===== config.mk =====
export PLATFORM = sky130hd
export DESIGN_NAME = axis_frame_gen
export DESIGN_NICKNAME = d
export VERILOG_FILES = /design/src/rtl/axis_frame_pkg.sv /design/src/rtl/axis_frame_gen.sv
export SDC_FILE = /design/constraint.sdc
export NUM_CORES = 1
export LEC_CHECK = 0
export ABC_AREA = 1
export BUFFER_PORTS_ARGS = -buffer_cell sky130_fd_sc_hd__buf_2
export CAP_MARGIN = 20
export CORE_MARGIN = 5
export CORE_UTILIZATION = 45
export DETAILED_ROUTE_END_ITERATION = 16
export PLACE_DENSITY = 0.67
export SETUP_SLACK_MARGIN = 0.4
export SYNTH_ARGS = -nofsm -noshare
export SYNTH_HDL_FRONTEND = slang
export SYNTH_SLANG_ARGS = --single-unit
export TNS_END_PERCENT = 1

===== constraint.sdc =====
create_clock -name clk -period 7.1 [get_ports clk]
set_clock_uncertainty 0.05 [all_clocks]
set_input_delay 1.42 -clock clk [delete_from_list [all_inputs] [get_ports clk]]
set_output_delay 1.42 -clock clk [all_outputs]
set_load 0.02 [all_outputs]

===== src/rtl/axis_frame_pkg.sv =====
// Shared types and helpers for the AXI-Stream frame generator and its length monitor.
// Holds the FSM state type, the beat byte-lane count and the keep-mask builder.
package axis_frame_pkg;

    localparam int unsigned KEEP_WIDTH = 8;

    typedef enum logic {
        IDLE = 1'b0,
        SEND = 1'b1
    } state_e;

    // Contiguous byte-enable mask with the low nb bits set.
    function automatic logic [KEEP_WIDTH-1:0] keep_from_bytes(input logic [3:0] nb);
        logic [KEEP_WIDTH-1:0] mask;
        mask = '0;
        for (int i = 0; i < KEEP_WIDTH; i++) begin
            if (i < int'(nb)) begin
                mask[i] = 1'b1;
            end
        end
        return mask;
    endfunction

endpackage


===== src/rtl/axis_frame_gen.sv =====
// AXI-Stream frame generator: emits a frame of cmd_len incrementing bytes per command,
// with registered stream outputs and per-frame completion reporting.
module axis_frame_gen #(
    parameter int unsigned DATA_WIDTH = 64,
    parameter int unsigned KEEP_WIDTH = 8,
    parameter int unsigned LEN_WIDTH  = 16
) (
    input  logic                  clk,
    input  logic                  rst_n,
    input  logic [LEN_WIDTH-1:0]  cmd_len,
    input  logic                  cmd_valid,
    output logic                  cmd_ready,
    output logic [DATA_WIDTH-1:0] m_axis_tdata,
    output logic [KEEP_WIDTH-1:0] m_axis_tkeep,
    output logic                  m_axis_tvalid,
    input  logic                  m_axis_tready,
    output logic                  m_axis_tlast,
    output logic [LEN_WIDTH-1:0]  tx_len,
    output logic                  tx_done,
    output logic                  zero_len_err,
    output logic [31:0]           frame_count
);

    import axis_frame_pkg::*;

    state_e                state_q, state_d;
    logic [LEN_WIDTH-1:0]  len_reg_q, len_reg_d;
    logic [LEN_WIDTH-1:0]  remaining_q, remaining_d;
    logic [LEN_WIDTH-1:0]  offset_q, offset_d;
    logic                  tvalid_q, tvalid_d;
    logic                  tlast_q, tlast_d;
    logic [KEEP_WIDTH-1:0] tkeep_q, tkeep_d;
    logic [DATA_WIDTH-1:0] tdata_q, tdata_d;
    logic [LEN_WIDTH-1:0]  tx_len_q, tx_len_d;
    logic                  tx_done_q, tx_done_d;
    logic                  zero_len_err_q, zero_len_err_d;
    logic [31:0]           frame_count_q, frame_count_d;

    logic                  accept;
    logic                  handshake;
    logic [3:0]            nb_cur;
    logic [LEN_WIDTH-1:0]  rem_after;
    logic [LEN_WIDTH-1:0]  beat_rem;
    logic [LEN_WIDTH-1:0]  beat_off;
    logic [3:0]            beat_nb;
    logic [KEEP_WIDTH-1:0] beat_keep;
    logic                  beat_last;
    logic [DATA_WIDTH-1:0] beat_data;

    assign accept    = cmd_valid & cmd_ready;
    assign handshake = tvalid_q & m_axis_tready;

    // Byte count of the beat currently presented on the bus.
    always_comb begin
        nb_cur = 4'(KEEP_WIDTH);
        if (remaining_q < LEN_WIDTH'(KEEP_WIDTH)) begin
            nb_cur = remaining_q[3:0];
        end
        rem_after = remaining_q - LEN_WIDTH'(nb_cur);
    end

    // Next beat contents: first beat of a new command, or the beat after the current one.
    always_comb begin
        beat_rem = rem_after;
        beat_off = offset_q + LEN_WIDTH'(KEEP_WIDTH);
        if (state_q == IDLE) begin
            beat_rem = cmd_len;
            beat_off = '0;
        end
        beat_nb = 4'(KEEP_WIDTH);
        if (beat_rem < LEN_WIDTH'(KEEP_WIDTH)) begin
            beat_nb = beat_rem[3:0];
        end
        beat_keep = keep_from_bytes(beat_nb);
        beat_last = (beat_rem <= LEN_WIDTH'(KEEP_WIDTH));
        beat_data = '0;
        for (int i = 0; i < KEEP_WIDTH; i++) begin
            if (beat_keep[i]) begin
                beat_data[8*i +: 8] = beat_off[7:0] + 8'(i);
            end
        end
    end

    // FSM state register.
    always_ff @(posedge clk or negedge rst_n) begin
        if (!rst_n) begin
            state_q <= IDLE;
        end else begin
            state_q <= state_d;
        end
    end

    // FSM next-state logic.
    always_comb begin
        state_d = state_q;
        unique case (state_q)
            IDLE: begin
                if (accept && (cmd_len != '0)) begin
                    state_d = SEND;
                end
            end
            SEND: begin
                if (handshake && tlast_q) begin
                    state_d = IDLE;
                end
            end
            default: state_d = IDLE;
        endcase
    end

    // FSM outputs.
    always_comb begin
        cmd_ready = (state_q == IDLE);
    end

    // Datapath next-state.
    always_comb begin
        len_reg_d      = len_reg_q;
        remaining_d    = remaining_q;
        offset_d       = offset_q;
        tvalid_d       = tvalid_q;
        tlast_d        = tlast_q;
        tkeep_d        = tkeep_q;
        tdata_d        = tdata_q;
        tx_len_d       = tx_len_q;
        tx_done_d      = 1'b0;
        zero_len_err_d = 1'b0;
        frame_count_d  = frame_count_q;

        if (accept) begin
            len_reg_d   = cmd_len;
            remaining_d = cmd_len;
            offset_d    = '0;
            if (cmd_len == '0) begin
                zero_len_err_d = 1'b1;
            end else begin
                tvalid_d = 1'b1;
                tlast_d  = beat_last;
                tkeep_d  = beat_keep;
                tdata_d  = beat_data;
            end
        end else if (handshake) begin
            remaining_d = rem_after;
            if (tlast_q) begin
                tvalid_d      = 1'b0;
                tlast_d       = 1'b0;
                tkeep_d       = '0;
                tdata_d       = '0;
                tx_len_d      = len_reg_q;
                tx_done_d     = 1'b1;
                frame_count_d = frame_count_q + 32'd1;
            end else begin
                offset_d = beat_off;
                tvalid_d = 1'b1;
                tlast_d  = beat_last;
                tkeep_d  = beat_keep;
                tdata_d  = beat_data;
            end
        end
    end

    always_ff @(posedge clk or negedge rst_n) begin
        if (!rst_n) begin
            len_reg_q      <= '0;
            remaining_q    <= '0;
            offset_q       <= '0;
            tvalid_q       <= 1'b0;
            tlast_q        <= 1'b0;
            tkeep_q        <= '0;
            tdata_q        <= '0;
            tx_len_q       <= '0;
            tx_done_q      <= 1'b0;
            zero_len_err_q <= 1'b0;
            frame_count_q  <= '0;
        end else begin
            len_reg_q      <= len_reg_d;
            remaining_q    <= remaining_d;
            offset_q       <= offset_d;
            tvalid_q       <= tvalid_d;
            tlast_q        <= tlast_d;
            tkeep_q        <= tkeep_d;
            tdata_q        <= tdata_d;
            tx_len_q       <= tx_len_d;
            tx_done_q      <= tx_done_d;
            zero_len_err_q <= zero_len_err_d;
            frame_count_q  <= frame_count_d;
        end
    end

    assign m_axis_tvalid = tvalid_q;
    assign m_axis_tlast  = tlast_q;
    assign m_axis_tkeep  = tkeep_q;
    assign m_axis_tdata  = tdata_q;
    assign tx_len        = tx_len_q;
    assign tx_done       = tx_done_q;
    assign zero_len_err  = zero_len_err_q;
    assign frame_count   = frame_count_q;

endmodule

# Word level (Yosys, flattened, before mapping)
# Cells that the tools add are included.
# classes
add_sub_neg	10
n_lt_le_gt_ge	11
n_eq_ne	2
mux	49
n_bitwise	4
reduce_logical	8
# op_table
cell	count
$mux W64	4
$mux W16	7
$mux W8	12
$add A32 B1 Y32 const B	1
$add A8 B3 Y8 const B	4
$lt A16 B4 Y1 const B	2
$mux W1	23
$add A16 B4 Y16 const B	1
$add A8 B2 Y8 const B	2
$le A16 B4 Y1 const B	1
$logic_not A16 Y1	1
$lt A3 B4 Y1 const A	4
$reduce_bool A16 Y1	1
$sub A16 B4 Y16	1
$add A8 B1 Y8 const B	1
$lt A1 B4 Y1 const A	2
$lt A2 B4 Y1 const A	2
$mux W4	2
$reduce_and A2 Y1	2
$reduce_and A3 Y1	1
$and A1 B1 Y1	2
$logic_and A1 B1 Y1	2
$ne A2 B1 Y1 const B	1
$ne A2 B2 Y1 const B	1
other kinds (3)	4
# totals
register_bits	173
inputBits	20
out_inout_bits	125
elab_cells	96

# Longest topological paths before layout
# Gate-level depths: netlist of run 1.
# logic_depth
word_depth	12
mapped_depth	21
ltp_nobuf	20

# Worst setup path before layout of run 1
# No wires, ideal clock.
# synth_timing
path_type	in2reg
start	input cmd_len[12]
end	register tdata_q[13], in the netlist m_axis_tdata[13]
setup_time_ns	0.118
arrival_time_ns	3.098
required_ns	6.932
setup_slack_ns	3.834
cell_stages	9
path_buffers	2
path_cell_list	nor4_1 -> nand2_1 -> or3b_2 -> o21ai_0 -> inv_1 -> buf_2 -> buf_2 -> nand3_1 -> nand2_1
# synth_via
elab_chain_len	9
elab_cells_between_ends	13
classes_between	order compare: 2; eq/ne: 1; mux: 8; reduce/logical: 2
# synth_lines
item	line	text
from (decl)	axis_frame_gen.sv:10	input logic [LEN_WIDTH-1:0] cmd_len,
$mux W16	axis_frame_gen.sv:66	if (state_q == IDLE) begin
$lt A16 B4 Y1	axis_frame_gen.sv:71	if (beat_rem < LEN_WIDTH'(KEEP_WIDTH)) begin
$mux W4	axis_frame_gen.sv:71	
$lt A1 B4 Y1	axis_frame_pkg.sv:17	if (i < int'(nb)) begin
$mux W1	axis_frame_pkg.sv:17	
$mux W8	axis_frame_gen.sv:78	if (beat_keep[i]) begin
$mux W64	axis_frame_gen.sv:144	if (tlast_q) begin
$mux W64	axis_frame_gen.sv:142	end else if (handshake) begin
$mux W64	axis_frame_gen.sv:130	if (accept) begin
to (signal assigned)	axis_frame_gen.sv:182	tdata_q <= tdata_d;
to (decl)	axis_frame_gen.sv:33	logic [DATA_WIDTH-1:0] tdata_q, tdata_d;
# Several ways; a longest one is shown, not always the timed one. The select of a mux whose other input is x is not followed.
# A chain may end at the register's enable or synchronous reset.

# Worst setup path after layout of run 1
# layout_timing
start	input cmd_valid
end	register tdata_q[50], in the netlist m_axis_tdata[50]
# layout_via
elab_chain_len	3
elab_cells_between_ends	5
classes_between	eq/ne: 1; mux: 1; bitwise: 1; reduce/logical: 2
# layout_lines
item	line	text
from (decl)	axis_frame_gen.sv:11	input logic cmd_valid,
$and A1 B1 Y1 (*)	axis_frame_gen.sv:50	assign accept = cmd_valid & cmd_ready;
$ne A2 B2 Y1 (no source line) or $reduce_bool A2 Y1 (tied branches)	--	
$reduce_and A2 Y1 (no source line)	--	
# Mark *: on every way between the ends. The rest lies on a longest branch, timed or not.

==> impl_metrics.json, run 1 <==
{
  "fmax_mhz": 231,
  "reg2reg_depth": 11,
  "syn_avg_cell_area_um2": 8.68,
  "drt_pre_antenna_iters": 5,
  "vias": 6811,
  "max-clock-path-buffers": 2,
  "worstPathRequired_ns": 7.37,
  "syn_nets": 963,
  "slowest_stage": "a21oi_1",
  "p_sw_share_pct": 22.0,
  "leakagePower_nw": 5.25,
  "period_minus_slack_ns": 4.34,
  "drv_cap": 0,
  "boundaryPins": 145,
  "end_kind": "flip-flop",
  "powerDensity_mw_per_mm2": 200,
  "power_frac_seq_pct": 48.8,
  "cts_setup_buffers": 0,
  "hold_violations": 0,
  "diodes": 0,
  "status": "finished, final reports clean",
  "fill_cells": 1662,
  "netlist_area_mm2": 0.00808,
  "io_buffers": 144,
  "rsz0062_at_grt": "false",
  "worst_pin_slew_ns": 0.870,
  "cts.htree.levels": 4,
  "p_int_mw": 1.50,
  "fin_util_pct": 54.0,
  "row_count": 49,
  "tritoncts": "done",
  "die_w_um": 144,
  "final_common_cell": "nand2_1",
  "regArea_mm2": 0.00413,
  "grt_pass1_wl_mm": 34.4,
  "core-area_mm2": 0.0178,
  "root_buffer": "clkbuf_16",
  "hpwlAfterDp_mm": 15.4,
  "worstSetupPathDepth": 11,
  "p_comb_share_pct": 1.9,
  "switching_power_uw": 423,
  "post_cts_resized": 0,
  "syn2layout_area_growth_pct": 19.3,
  "drcViolationCount": 0,
  "yosys.area_share.simple_pct": 27.2,
  "synth_top_family_by_area": "simple AND/OR/NAND/NOR gates",
  "drive_gt1_share_pct": 21.0,
  "max_slew_margin_pct": 41.6,
  "synth_top_cell_area_share_pct": 51.1,
  "critPathKind": "in -> reg",
  "yosysWarnings": 0,
  "avgViaCountPerCell": 5.17,
  "whs_ns": 0.409,
  "floorplan.die_area_mm2": 0.0207,
  "most-common-layout-cells": "nand2_1 (292), dfrtp_1 (165), buf_2 (143)",
  "reg2reg_to": "m_axis_tdata[50]",
  "tns_ns": 0,
  "critPathBufInv": 5,
  "muxShareOfSynthArea_pct": 0,
  "cp_top_family": "buffers and inverters",
  "routed_wl_mm": 21.5,
  "synth.area.top_cells": "dfrtp_1 (51%), nand2_1 (14%), xor2_1 (5.7%)",
  "antenna_left": 0,
  "slew_viol_final": 0,
  "critPathLaunchType": "primary input",
  "multi_input_area_mm2": 0.00352,
  "crit_top_cell": "inv_1",
  "yosys.area.top_type": "dfrtp_1",
  "clock_latency_ns": 0.43,
  "synth-main-ff-cell": "dfrtp_1",
  "min_from": "frame_count[31]",
  "finalSetupViolCount": 0,
  "ys_seq_elements": 165,
  "r2r-start": "state_q",
  "drt_iter0_markers": 580,
  "initial_core_util_pct": 45.3,
  "hold_class": "reg -> reg",
  "synth_compound_area_share_pct": 7.20,
  "synth_edf_count": 0,
  "ctsHoldBuffers": 0,
  "min_to": "frame_count[31]",
  "p_clk_share_pct": 49.3,
  "r2r_slack_ns": 2.81,
  "seq_area_frac_synth_pct": 51.1,
  "clock_sinks": 165,
  "synthArstFlopShare_pct": 100,
  "grt_pass1_vias": 6572,
  "cp.arrival_ns": 4.60,
  "cts_made_buffers": 17,
  "crit_path_cell_trace": "buf_2 -> nand2_8 -> clkinv_1 -> a21oi_1 -> inv_1 -> o21ai_0 -> inv_1 -> nand2_4 -> inv_4 -> nand3b_1 -> nand2_1",
  "clk_pin_slew_ns": 0.06,
  "synthAdderAreaFrac_pct": 1.86,
  "synth_xor_area_share_pct": 7.26,
  "grt_overflow": 0,
  "grt_max_degree": 90,
  "finalCritPeriodShare_pct": 61.1,
  "fp.dieH_um": 144,
  "peakVddDrop_mv": 0.186,
  "cpPeakStageDelay_ns": 0.86,
  "hold_path_depth": 1,
  "ys_types": 44,
  "wl_per_cell_um": 16.3,
  "track_usage_pct": 21.2,
  "num-nets-final": 1107,
  "crit_path_max_fanout": 36,
  "gp_congestion": 0.908,
  "syn_inst": 931,
  "antenna_found_initial": 0
}
power groups by stage:
stage | clock (mW) | sequential, mW | combinational (mW)
3_5_place_dp | 0 | 0.958 | 0.0362
6_report | 0.950 | 0.940 | 0.0366
4_1_cts | 0.971 | 0.940 | 0.0361
5_1_grt | 1.01 | 0.940 | 0.0429
2_1_floorplan | 0 | 0.958 | 0.00645
3_3_place_gp | 0 | 0.958 | 0.0359
worst register-to-register path, stage by stage, from the launching register on:
cell and delay [ns]:
dfrtp_1 0.81, inv_4 0.22, nand2_8 0.15, clkinv_1 0.68, a21oi_1 0.87, inv_1 0.21
o21ai_0 0.19, inv_1 0.41, nand2_4 0.29, inv_4 0.12, nand3b_1 0.12, nand2_1 0.05
cell families after synthesis:
kind of cell               count (synthesis)
buffers and inverters                    108
other                                      1
AOI/OAI and AO/OA                         98
DFF                                      165
adders and majority gates                 12
xor gates and xnor gates                  67
and+or+nand+nor                          480
synthesized netlist by cell type (2+ instances only):
master    instances
nand2_2           5
o21ai_2           3
a21oi_1           3
nor3_4            3
ha_1             12
nand2_4           6
o21ai_0          70
xnor2_1          14
o211ai_1          5
and2_1            2
clkinv_1          3
nand3_1          57
o221ai_1          9
o22ai_1           2
or2_2             2
inv_4             2
nor2_2           10
dfrtp_1         165
nand3b_1          3
clkbuf_1         18
nor2_1           54
o21a_1            3
nand4_1          20
nor4_1            5
inv_2             4
nand2_1         292
xor2_1           53
inv_1            77
nor3_1            6
buf_6             2
nor2_4            3
nand3_2           5
buf_2             2
cell type report:
| cell class | instances | area share (%) |
|---|---|---|
| clock inverter | 15 | 1.87 |
| sequential | 165 | 42.8 |
| inverter | 86 | 3.40 |
| timing repair buffer | 147 | 7.98 |
| multi-input combinational | 658 | 36.5 |
| tap | 229 | 2.97 |
| clock buffer | 17 | 4.41 |
sequential cells by signal, summed over array words and instances (netlist names):
register	count
tx_done	1
offset_q	8
state_q	1
zero_len_err	1
m_axis_tvalid	1
m_axis_tkeep	8
len_reg_q	16
m_axis_tdata	64
m_axis_tlast	1
tx_len	16
remaining_q	16
frame_count	32
metrics by stage:
stage	cells	power, mW	setup slack [ns]	cell area, um^2
CTS	1316	1.95	2.73	9610
global route	1317	1.99	2.30	9640
global placement	1284	0.994	2.42	9010
detailed placement	1284	0.994	2.31	9010
finish	1317	1.93	2.76	9640
floorplan	931	0.965	3.83	8080
routing by layer:
layer | vias to the layer above | GRT usage, % | wire, um
met5 | - | 0 | 0
met4 | 0 | 6.74 | 414
met3 | 31 | 4.93 | 1310
met2 | 223 | 32.5 | 9770
met1 | 3278 | 30.0 | 9970
li1 | 3279 | - | -
worst max path at each step:
| stage | from | end | slack [ns] |
|---|---|---|---|
| 2_1_floorplan | cmd_len[12] | m_axis_tdata[13] | 3.83 |
| 3_3_place_gp | cmd_valid | m_axis_tdata[49] | 2.42 |
| 3_5_place_dp | cmd_valid | m_axis_tdata[50] | 2.31 |
| 4_1_cts | cmd_valid | m_axis_tdata[50] | 2.73 |
| 5_1_grt | state_q | m_axis_tdata[49] | 2.30 |
| 6_report | cmd_valid | m_axis_tdata[50] | 2.76 |
No activity file was read; power rests on OpenSTA's default activity.
==> inputs of run 2 (changes only) <==
clock period = 4.4 ns   (was 7.1 ns; I/O delays follow)
==> run 2 against run 1 <==
  * Clock-buffer cell count rose by 7
  * Power rose by 62%
  * Sequential cell count did not move
  * Clock power rose by 63%
  * Register-to-register slack got worse by 1.5 ns
  * Die area did not move
  * Design area rose by 0.36%
  * Final cell count rose by 0.23%
  * Sequential power rose by 62%
  * Largest power group unchanged
  * Highest routed layer unchanged
==> impl_metrics.json, run 2 (synthesized netlist as in run 1, its figures left out) <==
{
  "status": "finished, final reports clean",
  "final_common_cell": "nand2_1",
  "finalSetupViolCount": 0,
  "fill_cells": 1650,
  "period_minus_slack_ns": 3.06,
  "gp_congestion": 0.923,
  "grt_pass1_vias": 6702,
  "ctsHoldBuffers": 0,
  "r2r-start": "remaining_q[8]",
  "antenna_found_initial": 0,
  "hold_violations": 0,
  "post_cts_resized": 0,
  "boundaryPins": 145,
  "cts_made_buffers": 17,
  "fmax_mhz": 327,
  "hpwlAfterDp_mm": 15.7,
  "floorplan.die_area_mm2": 0.0207,
  "p_int_mw": 2.48,
  "drt_iter0_markers": 550,
  "r2r_slack_ns": 1.36,
  "hold_class": "in -> async",
  "core-area_mm2": 0.0178,
  "root_buffer": "clkbuf_16",
  "num-nets-final": 1110,
  "grt_overflow": 0,
  "p_clk_share_pct": 49.6,
  "clock_sinks": 165,
  "cts_setup_buffers": 0,
  "fp.dieH_um": 144,
  "antenna_left": 0,
  "reg2reg_depth": 19,
  "drive_gt1_share_pct": 21.0,
  "crit_path_max_fanout": 21,
  "p_sw_share_pct": 20.6,
  "leakagePower_nw": 5.29,
  "peakVddDrop_mv": 0.272,
  "powerDensity_mw_per_mm2": 323,
  "clock_latency_ns": 0.42,
  "reg2reg_to": "m_axis_tdata[19]",
  "p_comb_share_pct": 1.9,
  "grt_max_degree": 68,
  "largest_reg_flops": 64,
  "drv_cap": 0,
  "finalCritPeriodShare_pct": 69.5,
  "avgViaCountPerCell": 5.17,
  "final_cells": 1320,
  "die_w_um": 144,
  "switching_power_uw": 646,
  "worstPathRequired_ns": 4.66,
  "rsz0062_at_grt": "false",
  "track_usage_pct": 21.7,
  "vias": 6820,
  "critPathKind": "in -> reg",
  "dp.cells": 1288,
  "grt_pass1_wl_mm": 35.6,
  "most-common-layout-cells": "nand2_1 (292), dfrtp_1 (165), buf_2 (143)",
  "cts.htree.levels": 4,
  "drcViolationCount": 0,
  "post_dp_cell_area_mm2": 0.00906,
  "clk_pin_slew_ns": 0.06,
  "diodes": 0,
  "tns_ns": 0,
  "cp.arrival_ns": 3.32,
  "end_kind": "flip-flop",
  "slew_viol_final": 0,
  "worst_pin_slew_ns": 0.725,
  "stdcell_area_mm2": 0.00968,
  "power_frac_seq_pct": 48.5,
  "wl_per_cell_um": 16.4,
  "critPathLaunchType": "primary input",
  "max_slew_margin_pct": 51.2,
  "drt_pre_antenna_iters": 6,
  "tritoncts": "done",
  "row_count": 49,
  "max-clock-path-buffers": 2,
  "syn2layout_area_growth_pct": 19.8,
  "routed_wl_mm": 21.6,
  "io_buffers": 144,
  "initial_core_util_pct": 45.3
}
[run 2: layer usage]
metal	global-route usage [%]	part of all wire, %	up-vias
met5	0	0	-
met2	33.1	46	221
li1	-	-	3300
met1	32.0	46	3268
met3	3.80	5.9	31
met4	6.05	2.1	0
[run 2: through the flow]
| stage | worst slack [ns] | hold WS [ns] | total power [mW] | utilization, % |
|---|---|---|---|---|
| detailed placement | 0.948 | 0.404 | 1.61 | 50.8 |
| global route | 1.07 | 0.436 | 3.22 | 54.2 |
| CTS | 1.39 | 0.415 | 3.15 | 54.2 |
| finish | 1.34 | 0.392 | 3.13 | 54.2 |
| floorplan | 1.67 | 0.392 | 1.56 | - |
| global placement | 0.982 | 0.401 | 1.61 | 50.8 |
[run 2: power groups by stage]
| stage | registers, mW | clock network, mW | logic (mW) |
|---|---|---|---|
| floorplan | 1.55 | 0 | 0.0104 |
| global placement | 1.55 | 0 | 0.0602 |
| detailed placement | 1.55 | 0 | 0.0608 |
| CTS | 1.52 | 1.58 | 0.0607 |
| global route | 1.52 | 1.64 | 0.0682 |
| finish | 1.52 | 1.55 | 0.0585 |
[run 2: worst max-delay path by stage]
stage | end | slack (ns) | depth (start not counted) | start
2_1_floorplan | m_axis_tdata[13] | 1.67 | 9 | cmd_len[12]
3_3_place_gp | m_axis_tkeep[6] | 0.98 | 10 | cmd_valid
3_5_place_dp | m_axis_tdata[53] | 0.95 | 10 | cmd_len[12]
4_1_cts | m_axis_tdata[53] | 1.39 | 10 | cmd_len[12]
5_1_grt | m_axis_tdata[20] | 1.07 | 19 | remaining_q[8]
6_report | m_axis_tdata[47] | 1.34 | 10 | cmd_len[12]
[run 2: area by class of cell]
type	count	area, um^2	area share, %
sequential	165	4130	42.7
multi-input combinational	658	3520	36.4
timing repair buffer	150	797	8.24
clock buffer	24	492	5.08
inverter	86	328	3.39
tap	229	287	2.96
clock inverter	8	121	1.25
[run 2: critical path: stages]
cell and delay, ns:
buf_2 0.10, nor4_1 0.40, nand2_1 0.14, or3b_2 0.51, o21ai_0 0.31, inv_1 0.40, nand2_4 0.29, inv_4 0.12
nand3_1 0.09, nand2_1 0.07
